File: src/rtl/rnn_mem_arbiter.sv
// rnn_mem_arbiter
//   Shares the single RNN weight/state memory port between two requesters:
//   A is the RNN compute core, B is the host load/readback engine.
//   Ownership is burst based and round-robin. An owner is forced off after
//   MAX_BURST beats if the other side is waiting, and loses the grant after
//   IDLE_TO consecutive cycles without a request. Read data comes back
//   tagged to whichever requester issued the read.
//
// Ports
//   clk, reset            rising-edge clock, asynchronous active-low reset
//   {a,b}_req/_sel/_addr/_wdata/_last   beat request side of each requester
//   {a,b}_gnt             registered ownership flags
//   {a,b}_rvalid/_rdata   read return for each requester
//   mce/maddr/msel/mdata_w   memory beat outputs (address/data hold when idle)
//   mdata_r               memory read data, READ_LAT cycles after a read beat
module rnn_mem_arbiter #(
  parameter int unsigned MAX_BURST = 64,
  parameter int unsigned IDLE_TO   = 4,
  parameter int unsigned READ_LAT  = 1,
  parameter logic [2:0]  MSEL_WR   = 3'b101
) (
  input  logic        clk,
  input  logic        reset,
  input  logic        a_req,
  input  logic [2:0]  a_sel,
  input  logic [16:0] a_addr,
  input  logic [19:0] a_wdata,
  input  logic        a_last,
  output logic        a_gnt,
  output logic        a_rvalid,
  output logic [19:0] a_rdata,
  input  logic        b_req,
  input  logic [2:0]  b_sel,
  input  logic [16:0] b_addr,
  input  logic [19:0] b_wdata,
  input  logic        b_last,
  output logic        b_gnt,
  output logic        b_rvalid,
  output logic [19:0] b_rdata,
  output logic        mce,
  output logic [16:0] maddr,
  output logic [2:0]  msel,
  output logic [19:0] mdata_w,
  input  logic [19:0] mdata_r
);

  typedef enum logic [1:0] {IDLE, OWN_A, OWN_B} state_e;

  localparam logic [7:0] MaxBurst = 8'(MAX_BURST);
  localparam logic [3:0] IdleTo   = 4'(IDLE_TO);

  state_e      state_q;
  logic        rrIsB_q;
  logic [7:0]  beatCnt_q;
  logic [3:0]  idleCnt_q;
  logic [16:0] maddr_q;
  logic [2:0]  msel_q;
  logic [19:0] mdataW_q;
  logic [19:0] aRdata_q;
  logic [19:0] bRdata_q;
  logic [READ_LAT-1:0] tagValid_q;
  logic [READ_LAT-1:0] tagOwnerB_q;

  logic        aBeat, bBeat, beat;
  logic        ownReq, othReq, ownLast, relOwner;
  logic [7:0]  cntInc;
  logic [3:0]  idleInc;
  logic [16:0] beatAddr;
  logic [2:0]  beatSel;
  logic [19:0] beatWdata;
  logic        pipeValid, pipeOwnerB;

  // Grants come straight from the state register, so they are glitch free
  // and a beat is simply "owner is requesting this cycle".
  assign a_gnt = (state_q == OWN_A);
  assign b_gnt = (state_q == OWN_B);
  assign aBeat = a_gnt & a_req;
  assign bBeat = b_gnt & b_req;
  assign beat  = aBeat | bBeat;

  // Owner/competitor view of the request lines, plus the release decision
  // for the cycle: last beat, burst limit with a waiting competitor, or the
  // owner has gone quiet for too long. The beat count saturates at the limit
  // so an uncontested owner keeps streaming.
  always_comb begin
    ownReq   = b_gnt ? b_req  : a_req;
    othReq   = b_gnt ? a_req  : b_req;
    ownLast  = b_gnt ? b_last : a_last;
    cntInc   = (beatCnt_q >= MaxBurst) ? MaxBurst : beatCnt_q + 8'd1;
    idleInc  = idleCnt_q + 4'd1;
    relOwner = 1'b0;
    if (ownReq) begin
      relOwner = ownLast || ((cntInc == MaxBurst) && othReq);
    end else begin
      relOwner = (idleInc == IdleTo);
    end
  end

  // Memory port mux. Without a beat the address/select/data hold the last
  // issued values so the memory side sees no needless toggling.
  always_comb begin
    beatAddr  = bBeat ? b_addr  : a_addr;
    beatSel   = bBeat ? b_sel   : a_sel;
    beatWdata = bBeat ? b_wdata : a_wdata;
    mce       = beat;
    maddr     = beat ? beatAddr  : maddr_q;
    msel      = beat ? beatSel   : msel_q;
    mdata_w   = beat ? beatWdata : mdataW_q;
  end

  // Ownership FSM with round-robin pointer and the burst/idle counters.
  // rrIsB_q names the side that wins a tie in IDLE. A release hands the port
  // straight to a waiting competitor with no IDLE bubble, and the pointer is
  // then aimed back at the side that just gave the port up.
  always_ff @(posedge clk or negedge reset) begin
    if (!reset) begin
      state_q   <= IDLE;
      rrIsB_q   <= 1'b0;
      beatCnt_q <= 8'd0;
      idleCnt_q <= 4'd0;
    end else begin
      case (state_q)
        IDLE: begin
          beatCnt_q <= 8'd0;
          idleCnt_q <= 4'd0;
          if (a_req && b_req) begin
            state_q <= rrIsB_q ? OWN_B : OWN_A;
            rrIsB_q <= ~rrIsB_q;
          end else if (a_req) begin
            state_q <= OWN_A;
          end else if (b_req) begin
            state_q <= OWN_B;
          end
        end
        OWN_A, OWN_B: begin
          if (relOwner) begin
            beatCnt_q <= 8'd0;
            idleCnt_q <= 4'd0;
            if (othReq) begin
              state_q <= (state_q == OWN_A) ? OWN_B : OWN_A;
              rrIsB_q <= (state_q == OWN_B);
            end else begin
              state_q <= IDLE;
            end
          end else if (ownReq) begin
            beatCnt_q <= cntInc;
            idleCnt_q <= 4'd0;
          end else begin
            idleCnt_q <= idleInc;
          end
        end
        default: state_q <= IDLE;
      endcase
    end
  end

  // Hold registers for the memory-side outputs, refreshed on every beat.
  always_ff @(posedge clk or negedge reset) begin
    if (!reset) begin
      maddr_q  <= 17'd0;
      msel_q   <= 3'd0;
      mdataW_q <= 20'd0;
    end else if (beat) begin
      maddr_q  <= beatAddr;
      msel_q   <= beatSel;
      mdataW_q <= beatWdata;
    end
  end

  // Read tag pipe, one stage per cycle of memory latency. Each entry records
  // whether that cycle issued a read and who issued it, so returns land on
  // the right requester even after the grant has moved on.
  always_ff @(posedge clk or negedge reset) begin
    if (!reset) begin
      tagValid_q  <= '0;
      tagOwnerB_q <= '0;
    end else begin
      tagValid_q[0]  <= beat && (beatSel != MSEL_WR);
      tagOwnerB_q[0] <= bBeat;
      for (int i = 1; i < int'(READ_LAT); i++) begin
        tagValid_q[i]  <= tagValid_q[i-1];
        tagOwnerB_q[i] <= tagOwnerB_q[i-1];
      end
    end
  end

  assign pipeValid  = tagValid_q[READ_LAT-1];
  assign pipeOwnerB = tagOwnerB_q[READ_LAT-1];
  assign a_rvalid   = pipeValid & ~pipeOwnerB;
  assign b_rvalid   = pipeValid &  pipeOwnerB;
  assign a_rdata    = a_rvalid ? mdata_r : aRdata_q;
  assign b_rdata    = b_rvalid ? mdata_r : bRdata_q;

  // Each side's read data holds its most recent return between reads.
  always_ff @(posedge clk or negedge reset) begin
    if (!reset) begin
      aRdata_q <= 20'd0;
      bRdata_q <= 20'd0;
    end else begin
      if (a_rvalid) aRdata_q <= mdata_r;
      if (b_rvalid) bRdata_q <= mdata_r;
    end
  end

endmodule

File: config.mk
export PLATFORM = sky130hd
export DESIGN_NAME = rnn_mem_arbiter
export DESIGN_NICKNAME = d
export VERILOG_FILES = /design/src/rtl/rnn_mem_arbiter.sv
export SDC_FILE = /design/constraint.sdc
export NUM_CORES = 1
export LEC_CHECK = 0
export ABC_AREA = 1
export CAP_MARGIN = 25
export CORE_MARGIN = 8
export CORE_UTILIZATION = 30
export DETAILED_ROUTE_END_ITERATION = 12
export GPL_TIMING_DRIVEN = 1
export HOLD_SLACK_MARGIN = 0.02
export PLACE_DENSITY_LB_ADDON = 0.3
export SYNTH_ARGS = -nofsm -noshare
export SYNTH_HDL_FRONTEND = slang
export SYNTH_SLANG_ARGS = --single-unit
File: constraint.sdc
create_clock -name clk -period 4.15 [get_ports clk]
set_clock_uncertainty 0.15 [all_clocks]
set_input_delay 0.83 -clock clk [delete_from_list [all_inputs] [get_ports clk]]
set_output_delay 0.83 -clock clk [all_outputs]
set_load 0.03 [all_outputs]
**Yosys cells after proc, flatten, opt, wreduce, memory -nomap -nowiden**

Cells that the tools add are included.

- Flip-flop bits (word level): 97
- Bits of input ports: 106
- Output and inout bits: 85
- Logic and storage cells: 72

- Add/subtract/negate cells: 2
- Order comparisons: 1
- Eq/ne operators: 10
- Muxes and demuxes: 31
- Bitwise operators: 7
- Reductions and logical operators: 10

Operator list:

| operator | count |
|---|---|
| 20-bit two-way mux | 4 |
| 17-bit two-way mux | 2 |
| 8-bit two-way mux | 3 |
| 8-bit one-hot mux with 2 select lines | 1 |
| 2-bit two-way mux | 7 |
| 8-bit by 1-bit adder with 8-bit output (second input constant) | 1 |
| 8-bit by 7-bit == test with 1-bit output (second input constant) | 1 |
| 8-bit by 7-bit >= comparator with 1-bit output (second input constant) | 1 |
| 4-bit two-way mux | 2 |
| 4-bit one-hot mux with 2 select lines | 1 |
| 1-bit two-way mux | 7 |
| 3-bit two-way mux | 2 |
| 2-bit inequality test (second input constant) | 3 |
| 3-bit inequality test (second input constant) | 2 |
| 4-bit by 1-bit adder with 4-bit output (second input constant) | 1 |
| 1-bit AND | 4 |
| 4-bit by 3-bit == test with 1-bit output (second input constant) | 1 |
| 4-bit inequality test (second input constant) | 1 |
| 2-bit one-hot mux with 2 select lines | 1 |
| 2-bit AND reduction | 2 |
| 4-bit AND reduction | 1 |
| 1-bit logical AND | 3 |
| 2-bit by 1-bit == test with 1-bit output (second input constant) | 1 |
| 2-bit == test (second input constant) | 1 |
| other kinds (7) | 8 |

**Longest topological paths before layout**

Gate-level depths: netlist of run 1.

- Depth in word-level cells: 8
- Depth in mapped cells: 12
- Mapped depth without buffers: 12

**Least setup slack after synthesis of run 1**

OpenSTA, ideal clock, no wires.

- Path kind: register to output
- Start point: register state_q[0]
- End point: output maddr[12]
- Data arrival time: 2,345 ps
- Data required time: 3,170 ps
- Setup slack: 825 ps
- Cell stages (with the launch flop): 8
- Path buffers: 1
- Cell sequence: dfrtp_1 -> inv_1 -> ha_1 -> nand2_2 -> nand2_2 -> buf_2 -> o21ai_0 -> o21ai_0

- Longest elaborated chain between the ends: 4
- Elaborated cells on any way between the ends: 7
- Classes of those cells: 2 x eq/ne; 2 x mux; 3 x bitwise

RTL lines:

| what | line | RTL |
|---|---|---|
| start: declaration | 52 | `state_e state_q;` |
| start signal: assignment | 127 | `state_q <= rrIsB_q ? OWN_B : OWN_A;` |
| start signal: assignment | 140 | `state_q <= (state_q == OWN_A) ? OWN_B : OWN_A;` |
| 2-bit == test | 76 | `assign b_gnt = (state_q == OWN_B);` |
| named net b_gnt | 37 | `output logic b_gnt,` |
| 1-bit AND | 78 | `assign bBeat = b_gnt & b_req;` |
| 1-bit OR | 79 | `assign beat = aBeat \| bBeat;` |
| named net mce | 40 | `output logic mce,` |
| 17-bit two-way mux | -- |  |
| end: declaration | 41 | `output logic [16:0] maddr,` |

The timed path passes the listed nets, and every way through them passes these cells.

**Worst setup path in the final report of run 1**

- Start point: input b_req
- End point: output maddr[9]

- Longest elaborated chain between the ends: 3
- Elaborated cells on any way between the ends: 4
- Classes of those cells: 2 x mux; 2 x bitwise

RTL lines:

| what | line | RTL |
|---|---|---|
| start: declaration | 32 | `input logic b_req,` |
| 1-bit AND (*) | 78 |  |
| 17-bit two-way mux / 1-bit OR (equally long branches) | 102, 79 |  |
| 17-bit two-way mux (*) | -- |  |

Every way passes the cells marked *; elsewhere a longest branch is shown, timed or not.

==> impl_results.md, run 1 <==
- Result of the run: finished, final reports clean
- Setup Total Neg Slack: 0 ps
- Number of hold buffers added after CTS: 0
- Post-DP HPWL: around 11,000 um
- Setup crit end kind: primary output
- Total power divided by cell area: between 800 and 900 nW/um^2
- Multi-input gate area: approximately 1700 um^2
- Post-Route Hold Slack: approximately 290 ps
- Number of antenna violations at the first check in global routing: 0
- Library cell used as clock root buffer: clkbuf_16
- Top-Level Pins: approximately 190
- Overall overflow remaining after global route: 0
- Clock tree from TritonCTS: done
- Type of the most critical hold path: primary input to async pin
- Fraction of layout instances using a drive strength above 1: around 11%
- Internal Pwr Total: around 3.0 mW
- Worst Path Arrival: between 2000 and 3000 ps
- Setup bufs post-CTS: 0
- Leak Pwr: around 3.1 nW
- Maximum clock insertion buffer count: 2
- Diodes inserted: 0
- Footprint of the flip-flops and latches: 2427 um^2
- Synthesized cell area: roughly 4300 um^2
- Nature of the critical path startpoint: primary input
- Pre-antenna DRT Iters: 4
- Number of placed cells counting well taps: ~900
- Maximum number of pins on one net before global-route repair: 42
- Core Rows: 44
- Remaining antenna violation count after routing: 0
- Max Clk Rate: around 280 MHz
- Number of global-route vias before repair: between 4,000 and 5,000
- Filler instances: between 1,000 and 1,500
- Pins Over Slew Limit: 0
- Clk network pwr share: ~14%
- DIE WIDTH: about 140 um
- Clock buffers created by TritonCTS: 9
- Max-cap violations: 0
- Number of warnings printed during yosys synthesis: 0
- Number of distinct library cell variants in the gate-level netlist after synthesis: 27
- Remaining design rule violation count: 0
- Via count: between 4,000 and 5,000
- Clock transition at the register clock pins on the worst setup and hold paths after CTS: around 60 ps
- VDD IR max: 0.2951 mV
- Routed wire length per instance: approximately 16 um
- Final setup violation count: 0
- Worst-Margin Slew: 584.2 ps
- Minimum clock period after layout: around 3600 ps
- Fraction of power consumed by sequential logic: between 20% and 30%
- Relative slew slack: roughly three fifths
- FF+latch count, synth: 97
- CTS resizes: 0
- Buffers on Ports: 190
- Die Span Y: about 140 um
- Starting density of the core: a little under a third
- First-pass GRT wire length: between 20,000 and 25,000 um
- Nets in the synthesized netlist: roughly 630
- Signed area change from the synthesized netlist to the final layout: 53.83%
- Clk Latency, worst-skew pair: ~340 ps
- WS Path Type: primary input to primary output
- Total number of clock tree sinks: 97
- Maximum fanout count along the critical path: 27
- Number of DRC markers after the initial detailed-route iteration: about 240
- Area enclosed by the die boundary: 18,610 um^2
- Final cycle utilization of the critical path: around 86%
- Gate power share: between 50% and 60%
- Net Sw Frac: a little under half
- Net Sw Power: between 2 and 3 mW
- H-tree depth: 3
- Total wire length: 14,110 um
- Core area: about 14,000 um^2
- Weighted congestion reported at the end of routability-driven placement: between 0.8 and 0.9
- Required arrival time at the worst endpoint: 3170 ps
- Cell count after synthesis: a little over 500
- Sequential fraction of the synthesis area: 55.81%
- Vias per inst: around 4.7
- Hold violation count in the final report: 0
- Number of nets in the layout: 817
- Post-Syn Area per Cell: roughly 8.4 um^2
- GRT Util Overall: 15.20%
- RSZ-0062 raised after global routing: false
- Final Instance Count excl. Fillers: around 890
-- stage by stage --
| step | setup slack, ps | cell area [um^2] | power, mW | utilization (%) |
|---|---|---|---|---|
| after global placement | 666.5 | 6391 | 4.799 | 44.48 |
| after detailed placement | 557.2 | 6391 | 4.862 | 44.48 |
| after CTS | 499.3 | 6675 | 5.680 | 46.46 |
| after global routing | 453.8 | 6690 | 5.981 | 46.56 |
| after floorplan | 825.2 | 4349 | 3.457 | - |
| final | 586.3 | 6690 | 5.610 | 46.56 |
-- cells in the final DEF (no fill, tap or decap), types with 2 or more instances in the layout --
cell type,synthesis,routed
clkbuf_16,0,9
clkinvlp_4,0,2
a21oi_1,6,6
o21ai_0,110,110
ha_1,7,7
nand3_1,15,15
inv_1,36,36
buf_4,0,49
nor2_1,48,48
a31oi_1,2,2
inv_2,3,3
clkbuf_8,0,2
nand4_1,5,5
mux2i_1,2,2
nand2_2,3,3
o21ai_1,10,10
nor2_2,3,3
clkbuf_1,18,2
clkdlybuf4s50_1,0,148
dfrtp_1,97,97
buf_12,0,3
nand3b_1,4,4
nand2_1,132,132
-- Yosys cell counts, drive strengths merged --
| cell | count | area, um^2 |
|---|---|---|
| nand2b | 1 | 6.260 |
| o21a | 1 | 7.510 |
| a21oi | 6 | 30.03 |
| inv | 40 | 152.6 |
| dfrtp | 97 | 2427 |
| nor3 | 1 | 5.000 |
| nand3 | 16 | 85.08 |
| mux2i | 2 | 20.02 |
| nand4 | 5 | 31.28 |
| nor2 | 51 | 198.9 |
| nand2 | 136 | 525.5 |
| o22ai | 1 | 6.260 |
| buf | 6 | 30.03 |
| o21ai | 121 | 616.8 |
| nand3b | 4 | 30.03 |
| xnor2 | 1 | 8.760 |
| ha | 7 | 87.58 |
| a31oi | 2 | 12.51 |
| clkbuf | 18 | 67.56 |
-- routing by layer --
layer,track usage [%],wire (um)
met3,4.324,1066
met4,6.955,382
met1,18.47,6180
met2,24.50,6478
met5,0,0
-- final timing paths --
kind,cells after the start,start,slack (ps),to
setup / recovery,8,b_req,590,maddr[9]
hold / removal,1,reset,290,bRdata_q[7]
setup reg to reg,11,state_q[0],1930,beatCnt_q[4]
hold reg to reg,2,aRdata_q[0],350,aRdata_q[0]
max in group asynchronous,2,reset,2720,aRdata_q[10]
min in group clk,2,aRdata_q[0],350,aRdata_q[0]
-- worst max-delay path: stages --
cell             delay [ps]
clkdlybuf4s50_1         500
nand2_2                 140
nand2_2                  80
inv_2                   380
buf_4                   250
nand2_1                  50
o21ai_0                 120
buf_4                   220
-- cell families after synthesis --
group | Yosys count | synth area share, %
AOI/OAI and AO/OA | 131 | 15.48
xor gates and xnor gates | 1 | 0.2014
adders and majority gates | 7 | 2.014
buffers and inverters | 64 | 5.754
DFF | 97 | 55.81
muxes | 2 | 0.4603
and+or+nand+nor | 214 | 20.28
-- power by group through the flow --
| stage | logic, mW | registers, mW | clock network [mW] |
|---|---|---|---|
| after CTS | 3.36 | 1.49 | 0.823 |
| final | 3.33 | 1.49 | 0.791 |
| after floorplan | 1.98 | 1.48 | 0 |
| after global placement | 3.30 | 1.49 | 0 |
| after global routing | 3.59 | 1.53 | 0.863 |
| after detailed placement | 3.35 | 1.51 | 0 |
-- area by class of cell --
class,instances,area share [%]
Timing Repair Buffer,201,28.76
Multi-Input combinational cell,355,24.99
Tap cell,184,3.441
Inverter,40,2.282
Sequential cell,97,36.28
Clock buffer,13,3.890
Clock inverter,3,0.3553
-- flip-flops by register name, summed over array words and instances (netlist names) --
register and cells:
pipeOwnerB 1, rrIsB_q 1, idleCnt_q 4, state_q 2
beatCnt_q 8, aRdata_q 20, msel_q 3, pipeValid 1
maddr_q 17, bRdata_q 20, mdataW_q 20
No activity file was read; power rests on OpenSTA's default activity.
==> run 2, diff against run 1 <==
Settings changed: CTS_BUF_LIST set to sky130_fd_sc_hd__clkbuf_8.
==> impl_results.md, run 2 (synthesis results as in run 1) <==
- Maximum number of pins on one net before global-route repair: 42 (unchanged)
- CTS resizes: 0 (unchanged)
- Library cell used as clock root buffer: clkbuf_8 (was clkbuf_16)
- Worst Path Arrival: 2570 ps (was 2580 ps)
- Leading registers by flop count: aRdata_q (20), bRdata_q (20), mdataW_q (20) (unchanged)
- Setup bufs post-CTS: 0 (unchanged)
- RSZ-0062 raised after global routing: false (unchanged)
- Core area: 14,370 um^2 (unchanged)
- Footprint of the flip-flops and latches: 2427 um^2 (unchanged)
- Net Sw Frac: 48.03% (was 46.53%)
- Number of nets in the layout: 817 (unchanged)
- Most used cells in the layout excluding fill and tap cells: clkdlybuf4s50_1, nand2_1, o21ai_0 (unchanged)
- Cell area after layout: 6589 um^2 (was 6690 um^2)
- Clock buffers created by TritonCTS: 9 (unchanged)
- Net Sw Power: 2.592 mW (was 2.610 mW)
- Clk Latency, worst-skew pair: 370 ps (was 340 ps)
- Final cycle utilization of the critical path: 85.64% (was 85.87%)
- Highest cell delay on the worst timing path: 490 ps (was 500 ps)
- Minimum clock period after layout: 3554 ps (was 3564 ps)
- Gate power share: 61.7% (was 59.4%)
- Type of the most critical hold path: primary input to async pin (unchanged)
- Pre-antenna DRT Iters: 4 (unchanged)
- Remaining antenna violation count after routing: 0 (unchanged)
- Setup crit end kind: primary output (unchanged)
- Starting density of the core: 30.27% (unchanged)
- Clk network pwr share: 10.7% (was 14.1%)
- Clock transition at the register clock pins on the worst setup and hold paths after CTS: 90 ps (was 60 ps)
- WS Path Type: primary input to primary output (unchanged)
- Setup Total Neg Slack: 0 ps (unchanged)
- Diodes inserted: 0 (unchanged)
- Total wire length: 14,140 um (was 14,110 um)
- Signed area change from the synthesized netlist to the final layout: 51.50% (was 53.83%)
- Number of DRC markers after the initial detailed-route iteration: 281 (was 235)
- CP max stage cell: clkdlybuf4s50_1 (unchanged)
- Routed wire length per instance: 15.83 um (was 15.80 um)
- Maximum clock insertion buffer count: 2 (unchanged)
- Leak Pwr: 3.086 nW (was 3.124 nW)
- Overall Power: 5.396 mW (was 5.610 mW)
- Fraction of power consumed by sequential logic: 27.5% (was 26.5%)
- Via count: 4,171 (was 4,180)
- Maximum fanout count along the critical path: 27 (unchanged)
- Area enclosed by the die boundary: 18,610 um^2 (unchanged)
- Vias per inst: 4.671 (was 4.681)
- Number of hold buffers added after CTS: 0 (unchanged)
- Max-cap violations: 0 (unchanged)
- Final setup violation count: 0 (unchanged)
- Internal Pwr Total: 2.804 mW (was 3.000 mW)
- Result of the run: finished, final reports clean (unchanged)
- H-tree depth: 3 (unchanged)
- Overall overflow remaining after global route: 0 (unchanged)
- Total number of clock tree sinks: 97 (unchanged)
- Fraction of layout instances using a drive strength above 1: 11.28% (unchanged)
- Leading cell type in the layout, fill and taps excluded: clkdlybuf4s50_1 (unchanged)
- Nature of the critical path startpoint: primary input (unchanged)
- GRT Util Overall: 15.21% (was 15.20%)
- Placed inst area: 6391 um^2 (unchanged)
- Hold violation count in the final report: 0 (unchanged)
- Number of antenna violations at the first check in global routing: 0 (unchanged)
- Worst path cell trace: clkdlybuf4s50_1, nand2_2, nand2_2, inv_2, buf_4, nand2_1, o21ai_0, buf_4 (unchanged)
- Clock tree from TritonCTS: done (unchanged)
- Remaining design rule violation count: 0 (unchanged)
- Die Span Y: 136.4 um (unchanged)
- First-pass GRT wire length: 22,270 um (was 22,250 um)
- DIE WIDTH: 136.4 um (unchanged)
- Filler instances: 1,396 (was 1,385)
- Buffers on Ports: 190 (unchanged)
- Post-DP HPWL: 10,720 um (unchanged)
- VDD IR max: 0.2939 mV (was 0.2951 mV)
- Weighted congestion reported at the end of routability-driven placement: 0.8195 (unchanged)
- Multi-input gate area: 1672 um^2 (unchanged)
- Required arrival time at the worst endpoint: 3170 ps (about the same)
- Max Clk Rate: 281.4 MHz (was 280.6 MHz)
- Core Rows: 44 (unchanged)
- Worst-Margin Slew: 610.2 ps (was 584.2 ps)
- Total power divided by cell area: 818.9 nW/um^2 (was 838.5 nW/um^2)
- Number of global-route vias before repair: 4,319 (was 4,307)
- Pins Over Slew Limit: 0 (unchanged)
- Top-Level Pins: 191 (unchanged)
- Relative slew slack: 59.28% (was 61.01%)
## run 2: cell count changes in the layout (fill, tap and decap cells not counted), sizes merged
cell | before | now
clkbuf | 13 | 11
inv | 41 | 43
## run 2: layer usage
metal / up-vias / track usage (%) / share of wire [%]
met5: - / 0 / 0
met4: 0 / 6.955 / 2.3
met3: 24 / 4.324 / 7.3
met2: 155 / 24.47 / 46
met1: 1940 / 18.51 / 44
li1: 2052 / - / -
## run 2: critical path: cells and delay by family
kind / cells / cell delay, ps
buf+inv: 4 / 1340
simple gates: 3 / 260
compound gates: 1 / 120
## run 2: worst paths after layout
| path | from | to | slack [ps] | depth (start not counted) |
|---|---|---|---|---|
| hold / removal | reset | aRdata_q[19] | 260 | 1 |
| setup / recovery | b_req | maddr[9] | 600 | 8 |
| hold reg to reg | mdataW_q[6] | mdataW_q[6] | 360 | 2 |
| min in group clk | mdataW_q[6] | mdataW_q[6] | 360 | 2 |
| max in group asynchronous | reset | aRdata_q[10] | 2750 | 2 |
| setup reg to reg | state_q[0] | beatCnt_q[4] | 1930 | 11 |
## run 2: cell type report
| type | instances | area share, % |
|---|---|---|
| flip-flops and latches | 97 | 36.84 |
| repair buffers | 201 | 29.21 |
| multi-input cells | 355 | 25.37 |
| well taps | 184 | 3.494 |
| inverters | 40 | 2.317 |
| clock buffers | 11 | 2.298 |
| clock inverters | 5 | 0.4747 |
## run 2: power groups by stage
stage	combinational, mW	sequential [mW]	clock (mW)
global placement	3.30	1.49	0
finish	3.33	1.49	0.578
floorplan	1.98	1.48	0
global route	3.59	1.53	0.647
detailed placement	3.35	1.51	0
CTS	3.36	1.49	0.608
## run 2: metrics by stage
stage | setup WS, ps | util (%) | hold WS (ps) | cells
floorplan | 825.2 | - | 308.0 | 516
global placement | 666.5 | 44.48 | 324.1 | 876
detailed placement | 557.2 | 44.48 | 339.1 | 876
CTS | 453.3 | 45.75 | 253.7 | 892
global route | 453.8 | 45.86 | 269.1 | 893
finish | 596.1 | 45.86 | 259.1 | 893
==> run 3, diff against run 2 <==
Settings changed: CORE_ASPECT_RATIO set to 1.5.
==> impl_results.md, run 3 (synthesis results as in run 1) <==
- Remaining design rule violation count: 0 (unchanged)
- Critical R2R Capture: state_q[1] (was beatCnt_q[4])
- Number of cells on the critical path: 8 (unchanged)
- Nature of the critical path startpoint: primary input (unchanged)
- First-pass GRT wire length: 22,050 um (was 22,270 um)
- Core area: 14,390 um^2 (was 14,370 um^2)
- Net Sw Frac: 48.38% (was 48.03%)
- Minimum clock period after layout: 3762 ps (was 3554 ps)
- Routed wire length per instance: 15.38 um (was 15.83 um)
- Net Sw Power: 2.613 mW (was 2.592 mW)
- Type of the most critical hold path: primary input to async pin (unchanged)
- WS Path Type: primary input to primary output (unchanged)
- Weighted congestion reported at the end of routability-driven placement: 0.8314 (was 0.8195)
- Total power divided by cell area: 818.5 nW/um^2 (was 818.9 nW/um^2)
- Origin of the worst setup path: b_req (unchanged)
- Setup Total Neg Slack: 0 ps (unchanged)
- Gate power share: 61.2% (was 61.7%)
- GRT Util Overall: 14.86% (was 15.21%)
- Starting density of the core: 30.22% (was 30.27%)
- Required arrival time at the worst endpoint: 3170 ps (about the same)
- Worst reg2reg startpoint: state_q[0] (unchanged)
- Total wire length: 13,890 um (was 14,140 um)
- Multi-input gate area: 1672 um^2 (unchanged)
- Worst reg-to-reg path cell count: 11 (unchanged)
- Hold violation count in the final report: 0 (unchanged)
- Setup crit end kind: primary output (unchanged)
- Diodes inserted: 0 (unchanged)
- Library cell used as clock root buffer: clkbuf_8 (unchanged)
- Number of nets in the layout: 815 (was 817)
- CP max stage cell: clkdlybuf4s50_1 (unchanged)
- Number of DRC markers after the initial detailed-route iteration: 259 (was 281)
- DIE WIDTH: 114.3 um (was 136.4 um)
- Worst-Margin Slew: 598.5 ps (was 610.2 ps)
- Filler instances: 1,418 (was 1,396)
- H-tree depth: 3 (unchanged)
- Buffers on Ports: 190 (unchanged)
- VDD IR max: 0.3356 mV (was 0.2939 mV)
- Fraction of layout instances using a drive strength above 1: 11.32% (was 11.28%)
- Overall Power: 5.402 mW (was 5.396 mW)
- Remaining antenna violation count after routing: 0 (unchanged)
- Buffers plus inverters on the worst setup path: 4 (unchanged)
- Clk network pwr share: 11.3% (was 10.7%)
- Total number of clock tree sinks: 97 (unchanged)
- Relative slew slack: 60.10% (was 59.28%)
- Worst path cell trace: clkdlybuf4s50_1, nand2_2, nand2_2, inv_2, buf_4, nand2_1, o21ai_0, buf_4 (unchanged)
- Largest delay contributor family on the critical path: buffers and inverters (unchanged)
- Clock tree from TritonCTS: done (unchanged)
- Core Rows: 54 (was 44)
- Max-cap violations: 0 (unchanged)
- Final cycle utilization of the critical path: 90.66% (was 85.64%)
- Via count: 4,163 (was 4,171)
- Number of global-route vias before repair: 4,337 (was 4,319)
- Highest cell delay on the worst timing path: 500 ps (was 490 ps)
- Overall overflow remaining after global route: 0 (unchanged)
- Pins Over Slew Limit: 0 (unchanged)
- Pre-antenna DRT Iters: 4 (unchanged)
- Number of hold buffers added after CTS: 0 (unchanged)
- Fraction of power consumed by sequential logic: 27.5% (about the same)
- CTS resizes: 0 (unchanged)
- Maximum number of pins on one net before global-route repair: 47 (was 42)
- Leak Pwr: 3.081 nW (was 3.086 nW)
- Worst R2R Setup Slack: 1710 ps (was 1930 ps)
- Leading cell type in the layout, fill and taps excluded: clkdlybuf4s50_1 (unchanged)
- Signed area change from the synthesized netlist to the final layout: 51.75% (was 51.50%)
- Worst Path Arrival: 2780 ps (was 2570 ps)
- Max Clk Rate: 265.8 MHz (was 281.4 MHz)
- Vias per inst: 4.610 (was 4.671)
- Clk Latency, worst-skew pair: 360 ps (was 370 ps)
- Most used cells in the layout excluding fill and tap cells: clkdlybuf4s50_1, nand2_1, o21ai_0 (unchanged)
- Result of the run: finished, final reports clean (unchanged)
- Final setup violation count: 0 (unchanged)
- Clock buffers created by TritonCTS: 9 (unchanged)
- Leading registers by flop count: aRdata_q (20), bRdata_q (20), mdataW_q (20) (unchanged)
- Top-Level Pins: 191 (unchanged)
- Clock transition at the register clock pins on the worst setup and hold paths after CTS: 110 ps (was 90 ps)
- Share of the core filled with cells: 45.86% (about the same)
- Footprint of the flip-flops and latches: 2427 um^2 (unchanged)
- Maximum clock insertion buffer count: 2 (unchanged)
- Setup bufs post-CTS: 0 (unchanged)
- Worst setup path end: msel[1] (was maddr[9])
- Internal Pwr Total: 2.789 mW (was 2.804 mW)
- Area enclosed by the die boundary: 18,690 um^2 (was 18,610 um^2)
- RSZ-0062 raised after global routing: false (unchanged)
- Post-DP HPWL: 10,580 um (was 10,720 um)
- Number of antenna violations at the first check in global routing: 0 (unchanged)
- Die Span Y: 163.5 um (was 136.4 um)
- Maximum fanout count along the critical path: 24 (was 27)
-- run 3: worst min-delay path by stage --
| stage | startpoint | end | slack, ps | depth (start not counted) |
|---|---|---|---|---|
| floorplan | rrIsB_q | rrIsB_q | 310 | 2 |
| global placement | bRdata_q[13] | bRdata_q[13] | 330 | 2 |
| detailed placement | mdataW_q[9] | mdataW_q[9] | 340 | 2 |
| CTS | reset | aRdata_q[1] | 320 | 1 |
| global route | reset | aRdata_q[1] | 340 | 1 |
| finish | reset | bRdata_q[1] | 310 | 1 |
-- run 3: worst register-to-register path: stages, from the launching register on --
cell     delay, ps
dfrtp_1        410
inv_1           80
ha_1           290
nand2_2        220
buf_4          390
nand3_2        130
nor2_2         140
a21oi_1        100
nand2_1        180
nand3_1        130
nand2_1         80
nand2_1         50
-- run 3: final cells by class --
class	count	area share (%)
clock buffers	10	2.085
inverters	40	2.313
clock inverters	6	0.8531
well taps	196	3.716
flip-flops and latches	97	36.78
repair buffers	199	28.93
multi-input cells	355	25.33
-- run 3: power groups by stage --
stage          registers [mW]  logic [mW]  clock network [mW]
2_1_floorplan            1.48        1.98                   0
3_3_place_gp             1.49        3.28                   0
3_5_place_dp             1.50        3.33                   0
4_1_cts                  1.49        3.33               0.642
5_1_grt                  1.52        3.56               0.686
6_report                 1.48        3.31               0.611
-- run 3: stage by stage --
step / instances / cell area, um^2 / hold WS, ps / setup WS (ps)
after global routing: 903 / 6600 / 338.7 / 194.9
final: 903 / 6600 / 314.1 / 387.5
after detailed placement: 886 / 6379 / 335.5 / 383.4
after global placement: 886 / 6379 / 326.8 / 407.2
after CTS: 902 / 6573 / 324.5 / 372.4
after floorplan: 516 / 4349 / 308.0 / 825.2
-- run 3: layer usage --
metal  vias up  global-route usage (%)  share of wire (%)
met3        16                   4.441                7.6
met2       165                   25.51                 49
li1       2050                       -                  -
met5         -                       0                  0
met1      1932                   17.22                 42
met4         0                   4.924                1.7
